**src/rtl/pwm_multi_pkg.sv**
```systemverilog
// Shared encodings for the multi-channel PWM block: register selects and CTRL bit positions.
package pwm_multi_pkg;

  typedef enum logic [1:0] {
    SEL_PERIOD = 2'd0,
    SEL_DUTY   = 2'd1,
    SEL_PHASE  = 2'd2,
    SEL_CTRL   = 2'd3
  } cfg_sel_e;

  localparam int CTRL_EN  = 0;
  localparam int CTRL_INV = 1;

endpackage

```
**src/rtl/pwm_multi_chan.sv**
```systemverilog
// One PWM channel: double-buffered period/duty/phase/ctrl, free-running counter, registered output.
// Phase support is built only when PWM_MULTI_PHASE_EN is defined.
module pwm_multi_chan
  import pwm_multi_pkg::*;
#(
  parameter int CNT_W = 16
) (
  input  logic             clk,
  input  logic             rst,
  input  logic             wr,
  input  logic [1:0]       sel,
  input  logic [CNT_W-1:0] data,
  input  logic             sync,
  output logic             pwm_o,
  output logic             wrap_o
);

  logic [CNT_W-1:0] per_p, duty_p, per_a, duty_a, cnt;
  logic [1:0]       ctrl_p;
  logic             en_a, inv_a;

  logic [CNT_W-1:0] per_n, duty_n, ph_n, start_val;
  logic [1:0]       ctrl_n;
  logic             at_wrap, xfer;

  function automatic logic [CNT_W-1:0] clamp_phase(input logic [CNT_W-1:0] ph,
                                                   input logic [CNT_W-1:0] per);
    return (ph > per) ? '0 : ph;
  endfunction

`ifdef PWM_MULTI_PHASE_EN
  logic [CNT_W-1:0] ph_p, ph_a;
`endif

  // Pending values with this cycle's write folded in, so a write on a transfer edge is not lost.
  always_comb begin
    per_n  = (wr && sel == SEL_PERIOD) ? data : per_p;
    duty_n = (wr && sel == SEL_DUTY)   ? data : duty_p;
    ctrl_n = (wr && sel == SEL_CTRL)   ? data[CTRL_INV:CTRL_EN] : ctrl_p;
`ifdef PWM_MULTI_PHASE_EN
    ph_n   = (wr && sel == SEL_PHASE)  ? data : ph_p;
`else
    ph_n   = '0;
`endif
    at_wrap   = en_a && (cnt == per_a);
    xfer      = !en_a || at_wrap || sync;
    start_val = clamp_phase(ph_n, per_n);
  end

  always_ff @(posedge clk) begin
    if (rst) begin
      per_p  <= '0;
      duty_p <= '0;
      ctrl_p <= '0;
      per_a  <= '0;
      duty_a <= '0;
      en_a   <= 1'b0;
      inv_a  <= 1'b0;
      cnt    <= '0;
      pwm_o  <= 1'b0;
      wrap_o <= 1'b0;
`ifdef PWM_MULTI_PHASE_EN
      ph_p   <= '0;
      ph_a   <= '0;
`endif
    end else begin
      per_p  <= per_n;
      duty_p <= duty_n;
      ctrl_p <= ctrl_n;
`ifdef PWM_MULTI_PHASE_EN
      ph_p   <= ph_n;
      if (xfer) ph_a <= ph_n;
`endif
      if (xfer) begin
        per_a  <= per_n;
        duty_a <= duty_n;
        en_a   <= ctrl_n[CTRL_EN];
        inv_a  <= ctrl_n[CTRL_INV];
      end
      // Start (disabled -> enabled) and sync both reload the phase; sync outranks wrap.
      if (!en_a || sync)
        cnt <= ctrl_n[CTRL_EN] ? start_val : '0;
      else if (at_wrap)
        cnt <= '0;
      else
        cnt <= cnt + CNT_W'(1);
      pwm_o  <= en_a ? ((cnt < duty_a) ^ inv_a) : inv_a;
      wrap_o <= at_wrap;
    end
  end

endmodule

```
**src/rtl/pwm_multi_ch.sv**
```systemverilog
// NUM_CH-channel PWM generator: decodes the register-write port into per-channel strobes.
// Define PWM_MULTI_PHASE_EN to build per-channel phase offsets.
module pwm_multi_ch
  import pwm_multi_pkg::*;
#(
  parameter int NUM_CH = 8,
  parameter int CNT_W  = 16,
  parameter int CH_W   = (NUM_CH > 1) ? $clog2(NUM_CH) : 1
) (
  input  logic              clk,
  input  logic              rst,
  input  logic              cfg_wr,
  input  logic [CH_W-1:0]   cfg_ch,
  input  logic [1:0]        cfg_sel,
  input  logic [CNT_W-1:0]  cfg_data,
  input  logic              sync,
  output logic [NUM_CH-1:0] pwm_o,
  output logic [NUM_CH-1:0] wrap_o
);

  logic [NUM_CH-1:0] ch_wr;

  // Indices at or above NUM_CH match no channel, so such writes fall away.
  for (genvar gi = 0; gi < NUM_CH; gi++) begin : g_ch
    assign ch_wr[gi] = cfg_wr && (cfg_ch == CH_W'(gi));

    pwm_multi_chan #(
      .CNT_W (CNT_W)
    ) u_chan (
      .clk    (clk),
      .rst    (rst),
      .wr     (ch_wr[gi]),
      .sel    (cfg_sel),
      .data   (cfg_data),
      .sync   (sync),
      .pwm_o  (pwm_o[gi]),
      .wrap_o (wrap_o[gi])
    );
  end

endmodule

```
**config.mk**
```make
export PLATFORM = sky130hd
export DESIGN_NAME = pwm_multi_ch
export DESIGN_NICKNAME = d
export VERILOG_FILES = /design/src/rtl/pwm_multi_pkg.sv /design/src/rtl/pwm_multi_chan.sv /design/src/rtl/pwm_multi_ch.sv
export SDC_FILE = /design/constraint.sdc
export NUM_CORES = 1
export LEC_CHECK = 0
export ABC_AREA = 1
export BUFFER_PORTS_ARGS = -buffer_cell sky130_fd_sc_hd__buf_2
export CORE_ASPECT_RATIO = 0.7
export CORE_MARGIN = 2
export CORE_UTILIZATION = 41
export CTS_CLUSTER_DIAMETER = 60
export DETAILED_ROUTE_END_ITERATION = 7
export PLACE_DENSITY_LB_ADDON = 0.15
export SLEW_MARGIN = 20
export SYNTH_ARGS = -nofsm -noshare
export SYNTH_HDL_FRONTEND = slang
export SYNTH_SLANG_ARGS = --single-unit
```
**constraint.sdc**
```tcl
create_clock -name clk -period 2.1 [get_ports clk]
set_clock_uncertainty 0.15 [all_clocks]
set_input_delay 0.21 -clock clk [delete_from_list [all_inputs] [get_ports clk]]
set_output_delay 0.21 -clock clk [all_outputs]
set_load 0.01 [all_outputs]
```
==> flow_metrics.py <==
metrics = {
    "status": {
        "outcome": "finished clean",
    },
    "clock_tree": {
        "cts_tree": "yes",
        "htreeDepth": 3,
        "clock_latency_ns": 0.63,
        "cts-buffers-inserted": 75,
        "cts_buffer_depth": 3,
        "cts.sinks": 688,
        "clock-root-buffer": "clkbuf_16",
        "clk_pin_slew_worst_paths_ns": 0.06,
    },
    "worst_setup_path": {
        "critical_path_class": "flip-flop to flip-flop",
        "slowest_delay_ns": 0.39,
        "crit_arrival_ns": 2.31,
        "critPathMaxFanout": 34,
        "critPathSlowestCell": "dfxtp_1",
        "crit_chain": "buf_4 > nand2_1 > nand2_1 > nor2_1 > nand2_1 > nor2_1 > nand2_1 > buf_4 > nand3_1 > nand2_1 > inv_1",
        "crit_buf_inv": 3,
        "cpMostUsedCell": "nand2_1",
        "endpoint_kind": "flip-flop",
        "path_delay_family": "simple AND/OR/NAND/NOR gates",
        "crit_path_start_kind": "flip-flop",
        "required_ns": 2.49,
    },
    "cells_and_area": {
        "layout-drive-gt1-share": 0.100,
        "syn2layout_area_growth_pct": 14.4,
        "antenna-diode-count": 0,
        "stdcell_area_um2": 38700,
        "nets": 5162,
    },
    "drt": {
        "wl_met3_um": 4680,
        "vias_per_cell": 4.62,
        "drc_errors": 0,
        "drt_first_iter_violations": 2049,
        "top_layer_used": "met4",
        "met1_length_um": 49300,
        "drt-pass1-iter-count": 5,
        "num_vias": 28400,
        "met2WireLength_um": 34800,
        "post_drt_wl_per_cell_um": 14.7,
        "wirelength_um": 90400,
        "antenna_left": 0,
    },
    "yosys": {
        "synth_top_family_by_area": "simple AND/OR/NAND/NOR gates",
        "syn_inst": 4929,
        "synth_edf_count": 0,
        "synthSimpleGateAreaFrac": 0.316,
        "yosys.area.top_type": "dfxtp_1",
        "synth_ff_type": "dfxtp_1",
        "synth_cell_types": 44,
        "synth_top_area_frac": 0.407,
        "ys_top_cells_by_area": "dfxtp_1 (41%), nand2_1 (15%), inv_1 (12%)",
        "ys_seq_area_frac": 0.407,
        "synthesis.area_um2": 33800,
        "yosys_warnings": 0,
        "synthArstFlopShare": 0,
        "synthXorXnorAreaFrac": 0.0207,
        "synthTopCellsByCount": "nand2_1 (1376), inv_1 (1084), dfxtp_1 (688)",
        "synth.mux.area_fraction": 0,
        "synth-seq-cells": 688,
        "synth_fp_nets": 5082,
        "synth_most_common_cell": "nand2_1",
        "synth_fa_ha_area_frac": 0.0474,
        "avgSynthCellArea_um2": 6.86,
        "synth_compound_area_frac": 0.0548,
    },
    "global_route": {
        "grt_pass1_vias": 25600,
        "grt_antenna_before_repair": 0,
        "grt_max_degree": 77,
        "grt_pass1_wl_um": 144000,
        "grt.overflow.total": 0,
        "grt.total_usage": 0.213,
    },
    "timing": {
        "worst-slew-pin-transition_ns": 0.568,
        "slew_violations": 0,
        "finalHoldViolCount": 0,
        "period_share": 0.916,
        "whs_ns": 0.0191,
        "max_freq_mhz": 520,
        "slew_headroom": 0.621,
        "rsz0062_at_grt": "no",
        "finalCriticalPeriod_ns": 1.92,
        "setup_viol_count_final": 0,
    },
    "power_and_ir_drop": {
        "powerDensity_nw_per_um2": 749,
        "leakage_uw": 0.0222,
        "power_frac_comb": 0.052,
        "p_switching_uw": 6820,
        "vdd_drop_max_uv": 583,
        "swShare": 0.235,
        "power_frac_clock": 0.491,
        "p_int_uw": 22200,
        "seq_power_share": 0.456,
    },
    "floorplanning": {
        "placementRows": 88,
        "die_w_um": 347,
        "initial_core_util": 0.412,
        "pin_count": 41,
        "die_area_um2": 84800,
        "die_h_um": 244,
        "fp.coreArea_um2": 82000,
    },
    "placed_design": {
        "dp_hpwl_um": 62700,
        "routabilityCongestion": 0.802,
        "dpl-instance-area_um2": 35900,
        "portBuffers": 40,
    },
    "hold_path": {
        "hp-class": "input pin to flip-flop",
    },
    "job": {
        "maxCapViolations": 0,
    },
}
[worst min-delay path: cells and delay by family]
kind | cells | cell delay [ns]
AND/OR/NAND/NOR | 2 | 0.22
buffers and inverters | 3 | 0.35
[power groups by stage]
stage / Combinational (µW) / Clock [µW] / Sequential, µW
2_1_floorplan: 897 / 0 / 13500
3_3_place_gp: 1480 / 0 / 13500
3_5_place_dp: 1480 / 0 / 13500
4_1_cts: 1500 / 14600 / 13200
5_1_grt: 1660 / 15100 / 13200
6_report: 1510 / 14200 / 13200
[routing by layer]
metal | track usage | vias to the layer above
li1 | - | 15000
met1 | 0.340 | 12800
met2 | 0.293 | 490
met3 | 0.0301 | 98
met4 | 0.0497 | 0
met5 | 0 | -
[area by class of cell]
| type | count | area [µm²] |
|---|---|---|
| Inverter | 1096 | 4120 |
| Clock inverter | 24 | 367 |
| Tap cell | 1080 | 1350 |
| Sequential cell | 688 | 13800 |
| Clock buffer | 109 | 2290 |
| Multi-Input combinational cell | 2937 | 14900 |
| Fill cell | 8445 | 43300 |
| Timing Repair Buffer | 211 | 1890 |
[cell usage in the layout, fill, tap and decap left out, types with 8 or more instances in the layout]
master and count:
clkbuf_1 9, a21oi_1 104, nor2_1 315, nor2_2 21, nand4_1 23, a31oi_1 52, xnor2_1 10, buf_2 39
ha_1 127, buf_12 29, clkinv_2 9, o211ai_1 69, dfxtp_1 681, xor2_1 70, dlygate4sd3_1 10, o21ai_1 21
bufinv_16 8, or2_1 29, or2_2 91, nand2_2 16, nand3_1 313, nand2_1 1376, inv_2 12, clkbuf_8 22
o21ai_0 48, inv_1 1083, nand3b_1 136, nor3_1 67, buf_4 130, clkbuf_16 78
[timing repair]
item	in CTS	in global routing
hold endpoints to repair	48	0
hold buffers	10	0
pin swaps	0	0
endpoints found under the setup margin	1	54
gates resized for setup	1	20
setup buffers	0	0
[metrics by stage]
step	power (µW)	worst slack, ns	instances	utilization	TNS (ns)
after CTS	29300	0.0730	6145	0.471	0
final	29000	0.176	6145	0.472	0
after floorplan	14400	0.407	4929	-	0
after global placement	15000	-0.0934	6002	0.437	-0.0934
after global routing	30000	0.00948	6145	0.472	0
after detailed placement	15000	-0.0810	6002	0.437	-0.0810
[cell families after synthesis]
kind of cell | count (synthesis)
compound gates | 310
xor+xnor | 80
fa+ha+maj | 128
buf+inv | 1304
flops | 688
simple gates | 2419
[flip-flops by register name, indices dropped and copies added (netlist names)]
register            flops
g_ch.u_chan.cnt       128
g_ch.u_chan.ctrl_p     16
g_ch.u_chan.duty_a    128
g_ch.u_chan.duty_p    128
g_ch.u_chan.en_a        8
g_ch.u_chan.inv_a       8
g_ch.u_chan.per_a     128
g_ch.u_chan.per_p     128
g_ch.u_chan.pwm_o       8
g_ch.u_chan.wrap_o      8
[final timing paths]
check                                  end  cells after the start  slack (ns)             startpoint
hold / removal    g_ch[4].u_chan.per_p[11]                      5        0.02           cfg_data[11]
hold reg to reg      g_ch[1].u_chan.cnt[0]                      1        0.32  g_ch[1].u_chan.cnt[0]
setup reg to reg  g_ch[5].u_chan.per_a[13]                     11        0.18  g_ch[5].u_chan.cnt[2]
setup / recovery  g_ch[5].u_chan.per_a[13]                     11        0.18  g_ch[5].u_chan.cnt[2]
(Power assumes the default switching activity.)
